`src/rtl/video_timing_pkg.sv`:
```
// Shared timing defaults, the counter-width helper and the flag bundle
// carried alongside each fetched pixel through the raster pipeline.
package video_timing_pkg;

  // Default 288x224 active raster inside a 384x264 total frame.
  localparam int DEF_DEPTH    = 8;
  localparam int DEF_H_ACTIVE = 288;
  localparam int DEF_H_FP     = 8;
  localparam int DEF_H_SYNC   = 32;
  localparam int DEF_H_BP     = 56;
  localparam int DEF_V_ACTIVE = 224;
  localparam int DEF_V_FP     = 16;
  localparam int DEF_V_SYNC   = 8;
  localparam int DEF_V_BP     = 16;
  localparam int DEF_PIPE     = 2;

  // Flags decoded from the fetch counters, delayed to meet the returned pixel.
  typedef struct packed {
    logic act;   // inside the active area
    logic hb;    // horizontal blank
    logic vb;    // vertical blank
    logic hs;    // horizontal sync
    logic vs;    // vertical sync
    logic sof;   // pixel (0,0)
  } raster_flags_t;

  // What the delay line and output stage hold while nothing valid is in flight.
  localparam raster_flags_t FLAGS_BLANK = '{act: 1'b0, hb: 1'b1, vb: 1'b1,
                                            hs: 1'b0, vs: 1'b0, sof: 1'b0};

  // Bits needed to count 0..total-1, never less than one.
  function automatic int cnt_width(input int total);
    return (total <= 2) ? 1 : $clog2(total);
  endfunction

endpackage

```
`src/rtl/ce_delay_line.sv`:
```
// Pixel-enable qualified shift register with asynchronous clear to a
// parameterised idle value; keeps the flag bundle in step with pixel fetch.
module ce_delay_line #(
  parameter int             W            = 1,
  parameter int             DEPTH_STAGES = 1,
  parameter logic [W-1:0]   RESET_VAL    = '0
) (
  input  logic         clk,
  input  logic         reset_n,
  input  logic         ce,
  input  logic [W-1:0] d,
  output logic [W-1:0] q
);

  logic [W-1:0] stage [DEPTH_STAGES];

  // Shift one stage per enabled clock; reset flushes every stage.
  // NOTE: every stage is cleared on reset (not just the head) so nothing stale
  // can drain out after release; non-blocking assignments let each stage pick
  // up its neighbour's old value regardless of statement order.
  always_ff @(posedge clk or negedge reset_n) begin
    if (!reset_n) begin
      for (int i = 0; i < DEPTH_STAGES; i++) stage[i] <= RESET_VAL;
    end else if (ce) begin
      stage[0] <= d;
      for (int i = 1; i < DEPTH_STAGES; i++) stage[i] <= stage[i-1];
    end
  end

  assign q = stage[DEPTH_STAGES-1];

endmodule

```
`src/rtl/video_raster_gen.sv`:
```
// Source-side raster generator: fetch counters for the core, timing flags
// decoded from them, and an output stage that re-aligns returned pixels with
// blank/sync so downstream sees one clean, consistently delayed stream.
module video_raster_gen
  import video_timing_pkg::*;
#(
  parameter int DEPTH    = DEF_DEPTH,
  parameter int H_ACTIVE = DEF_H_ACTIVE,
  parameter int H_FP     = DEF_H_FP,
  parameter int H_SYNC   = DEF_H_SYNC,
  parameter int H_BP     = DEF_H_BP,
  parameter int V_ACTIVE = DEF_V_ACTIVE,
  parameter int V_FP     = DEF_V_FP,
  parameter int V_SYNC   = DEF_V_SYNC,
  parameter int V_BP     = DEF_V_BP,
  parameter int PIPE     = DEF_PIPE,
  localparam int HT      = H_ACTIVE + H_FP + H_SYNC + H_BP,
  localparam int VT      = V_ACTIVE + V_FP + V_SYNC + V_BP,
  localparam int HW      = cnt_width(HT),
  localparam int VW      = cnt_width(VT)
) (
  input  logic             clk,
  input  logic             reset_n,
  input  logic             ce,
  output logic [HW-1:0]    hcnt,
  output logic [VW-1:0]    vcnt,
  input  logic [DEPTH-1:0] rgb_in,
  output logic [DEPTH-1:0] video_out,
  output logic             hblank,
  output logic             vblank,
  output logic             hsync,
  output logic             vsync,
  output logic             de,
  output logic             frame_start
);

  localparam int HS_START = H_ACTIVE + H_FP;
  localparam int HS_END   = HS_START + H_SYNC;
  localparam int VS_START = V_ACTIVE + V_FP;
  localparam int VS_END   = VS_START + V_SYNC;

  localparam logic [HW-1:0] H_LAST     = HW'(HT - 1);
  localparam logic [VW-1:0] V_LAST     = VW'(VT - 1);
  localparam logic [HW-1:0] H_ACT_C    = HW'(H_ACTIVE);
  localparam logic [VW-1:0] V_ACT_C    = VW'(V_ACTIVE);
  localparam logic [HW-1:0] HS_START_C = HW'(HS_START);
  localparam logic [HW-1:0] HS_END_C   = HW'(HS_END);
  localparam logic [VW-1:0] VS_START_C = VW'(VS_START);
  localparam logic [VW-1:0] VS_END_C   = VW'(VS_END);

  if (PIPE < 1 || PIPE > 4) begin : g_bad_pipe
    $error("video_raster_gen: PIPE must be within 1..4");
  end
  if (H_FP < 1 || H_SYNC < 1 || H_BP < 1 || V_FP < 1 || V_SYNC < 1 || V_BP < 1)
  begin : g_bad_porch
    $error("video_raster_gen: porch and sync widths must be at least 1");
  end
  if (HT > 4096 || VT > 4096) begin : g_bad_total
    $error("video_raster_gen: HT and VT must not exceed 4096");
  end

  raster_flags_t flags_raw;
  raster_flags_t flags_d;
  logic          vs_hold;
  logic          vs_raw;

  // Fetch position: column wraps every line, line wraps every frame.
  always_ff @(posedge clk or negedge reset_n) begin
    if (!reset_n) begin
      hcnt <= '0;
      vcnt <= '0;
    end else if (ce) begin
      if (hcnt == H_LAST) begin
        hcnt <= '0;
        vcnt <= (vcnt == V_LAST) ? '0 : vcnt + VW'(1);
      end else begin
        hcnt <= hcnt + HW'(1);
      end
    end
  end

  // Vsync level only changes at the hsync leading column, so both sync edges
  // always land on the same pixel.
  // NOTE: default assignment first so every path assigns vs_raw and no latch
  // is inferred.
  always_comb begin
    vs_raw = vs_hold;
    if (hcnt == HS_START_C) vs_raw = (vcnt >= VS_START_C) && (vcnt < VS_END_C);
  end

  // Hold the vsync level between hsync leading columns.
  always_ff @(posedge clk or negedge reset_n) begin
    if (!reset_n)  vs_hold <= 1'b0;
    else if (ce)   vs_hold <= vs_raw;
  end

  // Decode the raw timing flags for the column/line currently being fetched.
  always_comb begin
    flags_raw     = FLAGS_BLANK;
    flags_raw.hb  = (hcnt >= H_ACT_C);
    flags_raw.vb  = (vcnt >= V_ACT_C);
    flags_raw.act = (hcnt < H_ACT_C) && (vcnt < V_ACT_C);
    flags_raw.hs  = (hcnt >= HS_START_C) && (hcnt < HS_END_C);
    flags_raw.vs  = vs_raw;
    flags_raw.sof = (hcnt == '0) && (vcnt == '0);
  end

  ce_delay_line #(
    .W            ($bits(raster_flags_t)),
    .DEPTH_STAGES (PIPE),
    .RESET_VAL    (FLAGS_BLANK)
  ) u_flag_delay (
    .clk     (clk),
    .reset_n (reset_n),
    .ce      (ce),
    .d       (flags_raw),
    .q       (flags_d)
  );

  // Output stage: pixel gated to the active area, flags registered with it,
  // frame_start lasting a single clock whatever ce does next.
  always_ff @(posedge clk or negedge reset_n) begin
    if (!reset_n) begin
      video_out   <= '0;
      hblank      <= 1'b1;
      vblank      <= 1'b1;
      hsync       <= 1'b0;
      vsync       <= 1'b0;
      frame_start <= 1'b0;
    end else begin
      frame_start <= 1'b0;
      if (ce) begin
        video_out   <= flags_d.act ? rgb_in : '0;
        hblank      <= flags_d.hb;
        vblank      <= flags_d.vb;
        hsync       <= flags_d.hs;
        vsync       <= flags_d.vs;
        frame_start <= flags_d.sof;
      end
    end
  end

  assign de = ~(hblank | vblank);

endmodule
```
`config.mk`:
```
export PLATFORM = sky130hd
export DESIGN_NAME = video_raster_gen
export DESIGN_NICKNAME = d
export VERILOG_FILES = /design/src/rtl/video_timing_pkg.sv /design/src/rtl/ce_delay_line.sv /design/src/rtl/video_raster_gen.sv
export SDC_FILE = /design/constraint.sdc
export NUM_CORES = 1
export LEC_CHECK = 0
export BUFFER_PORTS_ARGS = -buffer_cell sky130_fd_sc_hd__buf_4
export CAP_MARGIN = 5
export CORE_MARGIN = 3
export CORE_UTILIZATION = 25
export CTS_CLUSTER_SIZE = 12
export DETAILED_ROUTE_END_ITERATION = 8
export PLACE_DENSITY = 0.47
export SLEW_MARGIN = 20
export SYNTH_ARGS = -nofsm -noshare
export SYNTH_HDL_FRONTEND = slang
export SYNTH_SLANG_ARGS = --single-unit
```
`constraint.sdc`:
```
create_clock -name clk -period 1.55 [get_ports clk]
set_input_delay 0.31 -clock clk [delete_from_list [all_inputs] [get_ports clk]]
set_output_delay 0.31 -clock clk [all_outputs]
set_load 0.02 [all_outputs]
```
-- After elaboration in Yosys (flattened, before gate mapping)
Cells that the tools add are included.
W data, S select, Z words.
- register bits after elaboration: 44
- bits in latches: 0
- RAM bits: 0
- bits in read-only memories: 0
- input bits: 11
- output and inout bits: 32
- logic and storage cells: 38
- memories kept: 0
- add/subtract/negate cells: 2
- multipliers: 0
- divide/modulo/power cells: 0
- order comparisons: 8
- equal/unequal tests: 3
- shift operators: 0
- mux-type cells: 5
- bitwise logic cells: 2
- reductions and logical operators: 7
- operators by type and width (operator ; count):
    $eq A9 B9 Y1 const B ; 3
    $add A9 B1 Y9 const B ; 2
    $ge A9 B8 Y1 const B ; 2
    $ge A9 B9 Y1 const B ; 2
    $logic_not A9 Y1 ; 2
    $lt A9 B8 Y1 const B ; 2
    $lt A9 B9 Y1 const B ; 2
    $mux W9 ; 2
    $mux W8 ; 1
    $logic_and A1 B1 Y1 ; 4
    $mux W1 ; 2
    $reduce_and A2 Y1 ; 1
    $not A1 Y1 ; 1
    $or A1 B1 Y1 ; 1

-- Depth between registers and ports, before layout
- depth in word-level cells: 3
- gate-level depth with buffers: 7

-- Cells and area by module
A second synthesis with hierarchy kept.
- cells, all modules: 191
- area, all modules: 2150.8 um^2
- by module, submodules not included (module ; instances ; cells an instance ; area each (um^2)):
    video_raster_gen ; 1 ; 160 ; 1616.6
    ce_delay_line ; 1 ; 31 ; 534.3

-- Worst setup path before layout
Ideal clock, no wire load.
- kind: flip-flop to flip-flop
- from: register hcnt[0]
- to: register u_flag_delay.stage[7] in the netlist's numbering
- library setup time: 122 ps
- data arrival time: 1583 ps
- path slack: -154 ps
- stages on the path, launching flop included: 7
- path buffers: 0
- period minus slack after synthesis: 1704 ps
- cell sequence: dfrtp_1 > inv_1 > ha_1 > or4b_4 > nor3_2 > nand2_1 > a32o_1
- cells in the longest elaborated chain, start to end: 2
- ends and longest elaborated chain (what ; RTL line ; source):
    start, declared ; video_raster_gen.sv:25 ; output logic [HW-1:0] hcnt,
    start signal, assigned ; video_raster_gen.sv:77 ; hcnt <= hcnt + HW'(1);
    $eq A9 B9 Y1 ; video_raster_gen.sv:88 ; if (hcnt == HS_START_C) vs_raw = (vcnt >= VS_START_C) && (vcnt < VS_END_C);
    $mux W1 ; video_raster_gen.sv:88 ;
    end, declared ; ce_delay_line.sv:15 ; logic [W-1:0] stage [DEPTH_STAGES];
No other way between the ends.
A chain may end at the register's enable or synchronous reset.

-- Final worst setup path
- from: register hcnt[0]
- to: register vcnt[3]
- cells in the longest elaborated chain, start to end: 2
- ends and longest elaborated chain (what ; RTL line ; source):
    $eq A9 B9 Y1 ; video_raster_gen.sv:73 ; if (hcnt == H_LAST) begin
    $reduce_and A2 Y1 (no source line) ; - ;
    end signal, assigned ; video_raster_gen.sv:75 ; vcnt <= (vcnt == V_LAST) ? '0 : vcnt + VW'(1);
    end, declared ; video_raster_gen.sv:26 ; output logic [VW-1:0] vcnt,
No other way between the ends.

==> reports/results.md <==
- hcnt[0] — reg2reg start
- flop — type of element capturing the critical path
- 42 — Port-buffer cells
- vcnt[3] — Critical R2R Capture
- 43 — number of primary I/O pins
- primary input to asynchronous set/reset pin — type of the worst min-delay path
- 9020 um2 — DIE AREA
- complete, but fails checks — result of the run
- 0.744 — routability cong.
- 1473 — vias in the first global route
- 43 — CTS Sinks
- 0 — Max Transition Viols Final
- 1060 nW/um2 — ratio of total power to cell area
- 7 — largest driver fanout on the critical path
- sky130_fd_sc_hd__dfrtp_1 — top-count cell post-synth
- 8 — Levels on crit path
- 3 — CP bufs+invs
- 0 — number of design rule violations left after detail routing
- 1.60 ns — crit path time final
- sky130_fd_sc_hd__dfrtp_2 — master of the slowest instance on the critical path
- 63.5% — Worst slew margin
- 46.8% — top cell type's share of synthesized area
- 8 — path depth of the worst reg2reg path
- hcnt[0] — origin of the worst setup path
- 43.9% — fraction of layout cells with a size suffix above 1
- sky130_fd_sc_hd__dfrtp_1, sky130_fd_sc_hd__nand2_1, sky130_fd_sc_hd__inv_1 — top cells by instance count after synthesis
- 0.00734 ns — setup skew after layout
- 44 — largest net degree at the start of global routing
- flop — launching element type of the critical path
- 4320 um — final routed wirelength across all metal layers
- flop to flop — Crit Path Class
- buf_4, buf_6, ha_4, and4_4, and3_4, buf_8, nand2_2, o31ai_2 — cells traversed along the worst timing path
- 1.80 ns — arrival time of the worst setup path
- 0 — number of synthesized flops with an enable pin
- vcnt[3] — timing endpoint of the critical path
- sky130_fd_sc_hd__dfrtp_1, sky130_fd_sc_hd__dfstp_2, sky130_fd_sc_hd__mux2_2, sky130_fd_sc_hd__nand2_1, sky130_fd_sc_hd__o21ai_0 — top post-synthesis cells by area
- 2 — number of H-tree levels
- 1980 um2 — area of the mapped netlist
- 187 — number of standard cells after synthesis
- 202 — synthesized net count
- sky130_fd_sc_hd__dfrtp_1 — flip-flop cell with the highest count after synthesis
- 267 — final-stage net count
- simple AND/OR/NAND/NOR gates — category of cells accounting for the largest share of critical-path delay
- 100% — share of synthesized registers carrying an async set or reset
- -0.0523 ns — Final Worst Setup Slack
- 95.0 um — DIE HEIGHT
- 3050 um — sum of net half-perimeters after detailed placement
- 4.28 — detail-routed via count per cell
- 37.9% — Area growth, synth to finish
- 12.3 um — routed length per placed instance
- 31 — number of standard-cell rows in the floorplan
- 2 — maximum number of buffers from clock root to sink
- -0.05 ns — register-to-register path setup slack
- 4 — Pre-antenna DRT Iters
- 0 — number of nets still failing antenna checks after routing
- 4 — final setup vio count
- 0.29 ns — insertion delay of the later-clocked pin in the worst-skew pair
- 103% — post-route fraction of the period consumed by the critical path
- 1505 — routed vias
- 35 — number of library cell types mapped by synthesis
- 624 MHz — Max Clock Freq
- 820 um2 — Multi-input gate area
- 0.38 ns — highest cell delay on the worst timing path
- 1090 um2 — sequential cell area
- -0.0121 ns — Final Hold Slack
- 5 — number of buffers created by CTS
- 776 — count of filler cells inserted in the layout
- 0 — number of warnings reported in the yosys synthesis log
- 515 uV — largest vdd supply drop
- 0 — overflow left after global routing
- 7160 um — wire length of the first global-routing pass
- sky130_fd_sc_hd__dfrtp_1 — cell taking the most area after synthesis
- 0 — Hold-fix buffers, CTS
- 10.2% — overall track demand over capacity in global routing
- 0 — max-cap viol count
- 10.6 um2 — Avg Cell Area, Syn
- 36.6% — final standard cell utilization of the core
- 4 — Final Hold Vio Count
- 43 — number of synthesized register bits
- 7450 um2 — Core Area
- 2.90 mW — Tot Pwr
- 95.0 um — die width
- -0.165 ns — final total negative setup slack
- 0.08 ns — clock-pin slew of the registers on the worst-case setup and hold paths
- 40 — number of violations reported at the end of detailed-routing iteration 0
- sky130_fd_sc_hd__clkbuf_8 — Root Buffer
- 1.75 ns — required time at the endpoint of the critical path
- 1.30 nW — cell leakage power
- hold timing, setup timing — failing checks
- 26.6% — Starting Density
- 54.7% — proportion of synthesized chip area in sequential cells
- yes — setup repair after global routing missed its margin
- 0 — number of diodes
- 0 — number of antenna violations at the first check in global routing
- 0.547 ns — slew at the pin closest to its max-slew limit
- built — TritonCTS clock tree
==> stage by stage <==
stage | area (um2) | setup WS [ns] | instances
after global placement | 2530 | -0.0432 | 339
after floorplan | 1990 | -0.0615 | 187
after global routing | 2730 | -0.146 | 352
after CTS | 2660 | -0.0620 | 350
final | 2730 | -0.0523 | 352
after detailed placement | 2530 | -0.0734 | 339
==> registers in the layout, summed over array words and instances (netlist names) <==
| signal | flops |
|---|---|
| hcnt | 9 |
| vcnt | 9 |
| video_out | 8 |
| u_flag_delay.q | 6 |
| u_flag_delay.stage | 6 |
| frame_start | 1 |
| hblank | 1 |
| hsync | 1 |
| vblank | 1 |
| vsync | 1 |
==> per-layer routing <==
metal	GRT usage (%)	vias up	routed length, um
li1	-	760	-
met1	14.3	706	2110
met2	15.2	37	1920
met3	2.63	2	255
met4	3.61	0	29
met5	0	-	0
==> power by group <==
group	total, mW	internal (mW)	switching [mW]	leakage, nW
logic	0.815	0.376	0.439	0.709
registers	1.31	1.23	0.0811	0.537
clock network	0.768	0.407	0.361	0.0515
==> worst min-delay path by stage <==
stage                 start          end  slack [ns]  cells after the start
floorplan           reset_n  frame_start        0.01                      0
global placement    reset_n      vcnt[4]        0.35                      1
detailed placement  reset_n      vcnt[1]        0.34                      1
CTS                 reset_n      vcnt[4]        0.02                      1
global route        reset_n      vcnt[4]        0.03                      1
finish              reset_n      vcnt[4]       -0.01                      1
==> cell type report <==
type                       instances  share of cell area (%)
inverter                          15                    2.06
sequential                        43                    39.9
multi-input combinational        117                    30.0
clock buffer                       8                    3.67
timing repair buffer              70                    19.8
tap                               99                    4.54
==> layout by cell type, fill, tap and decap left out, drive strengths merged, types with 2 or more instances in the layout <==
| cell type | n |
|---|---|
| a21oi | 3 |
| and2 | 2 |
| and3 | 6 |
| and4 | 2 |
| buf | 70 |
| clkbuf | 8 |
| dfrtp | 37 |
| dfstp | 6 |
| ha | 4 |
| inv | 15 |
| mux2 | 10 |
| mux2i | 3 |
| nand2 | 20 |
| nand3 | 12 |
| nand4 | 6 |
| nor2 | 8 |
| nor2b | 2 |
| nor4 | 2 |
| o21ai | 14 |
| o31ai | 3 |
| xnor2 | 8 |
| xor2 | 3 |
==> what timing repair did <==
item / CTS / global route
buffers inserted: 3 / 1
pin swaps: 0 / 6
hold endpoints to repair: 0 / 0
gates cloned: 0 / 1
endpoints found under the setup margin: 2 / 10
gates resized for setup: 2 / 17
==> logic make-up after synthesis <==
family	Yosys count	synth area share [%]
AO/OA/AOI/OAI	23	6.57
flip-flops	43	54.7
buffers and inverters	27	6.32
adder cells (fa/ha/maj)	4	2.53
multiplexers	13	7.21
XOR/XNOR	11	4.87
AND/OR/NAND/NOR	66	17.8
Power figures use the tool's default switching activity.
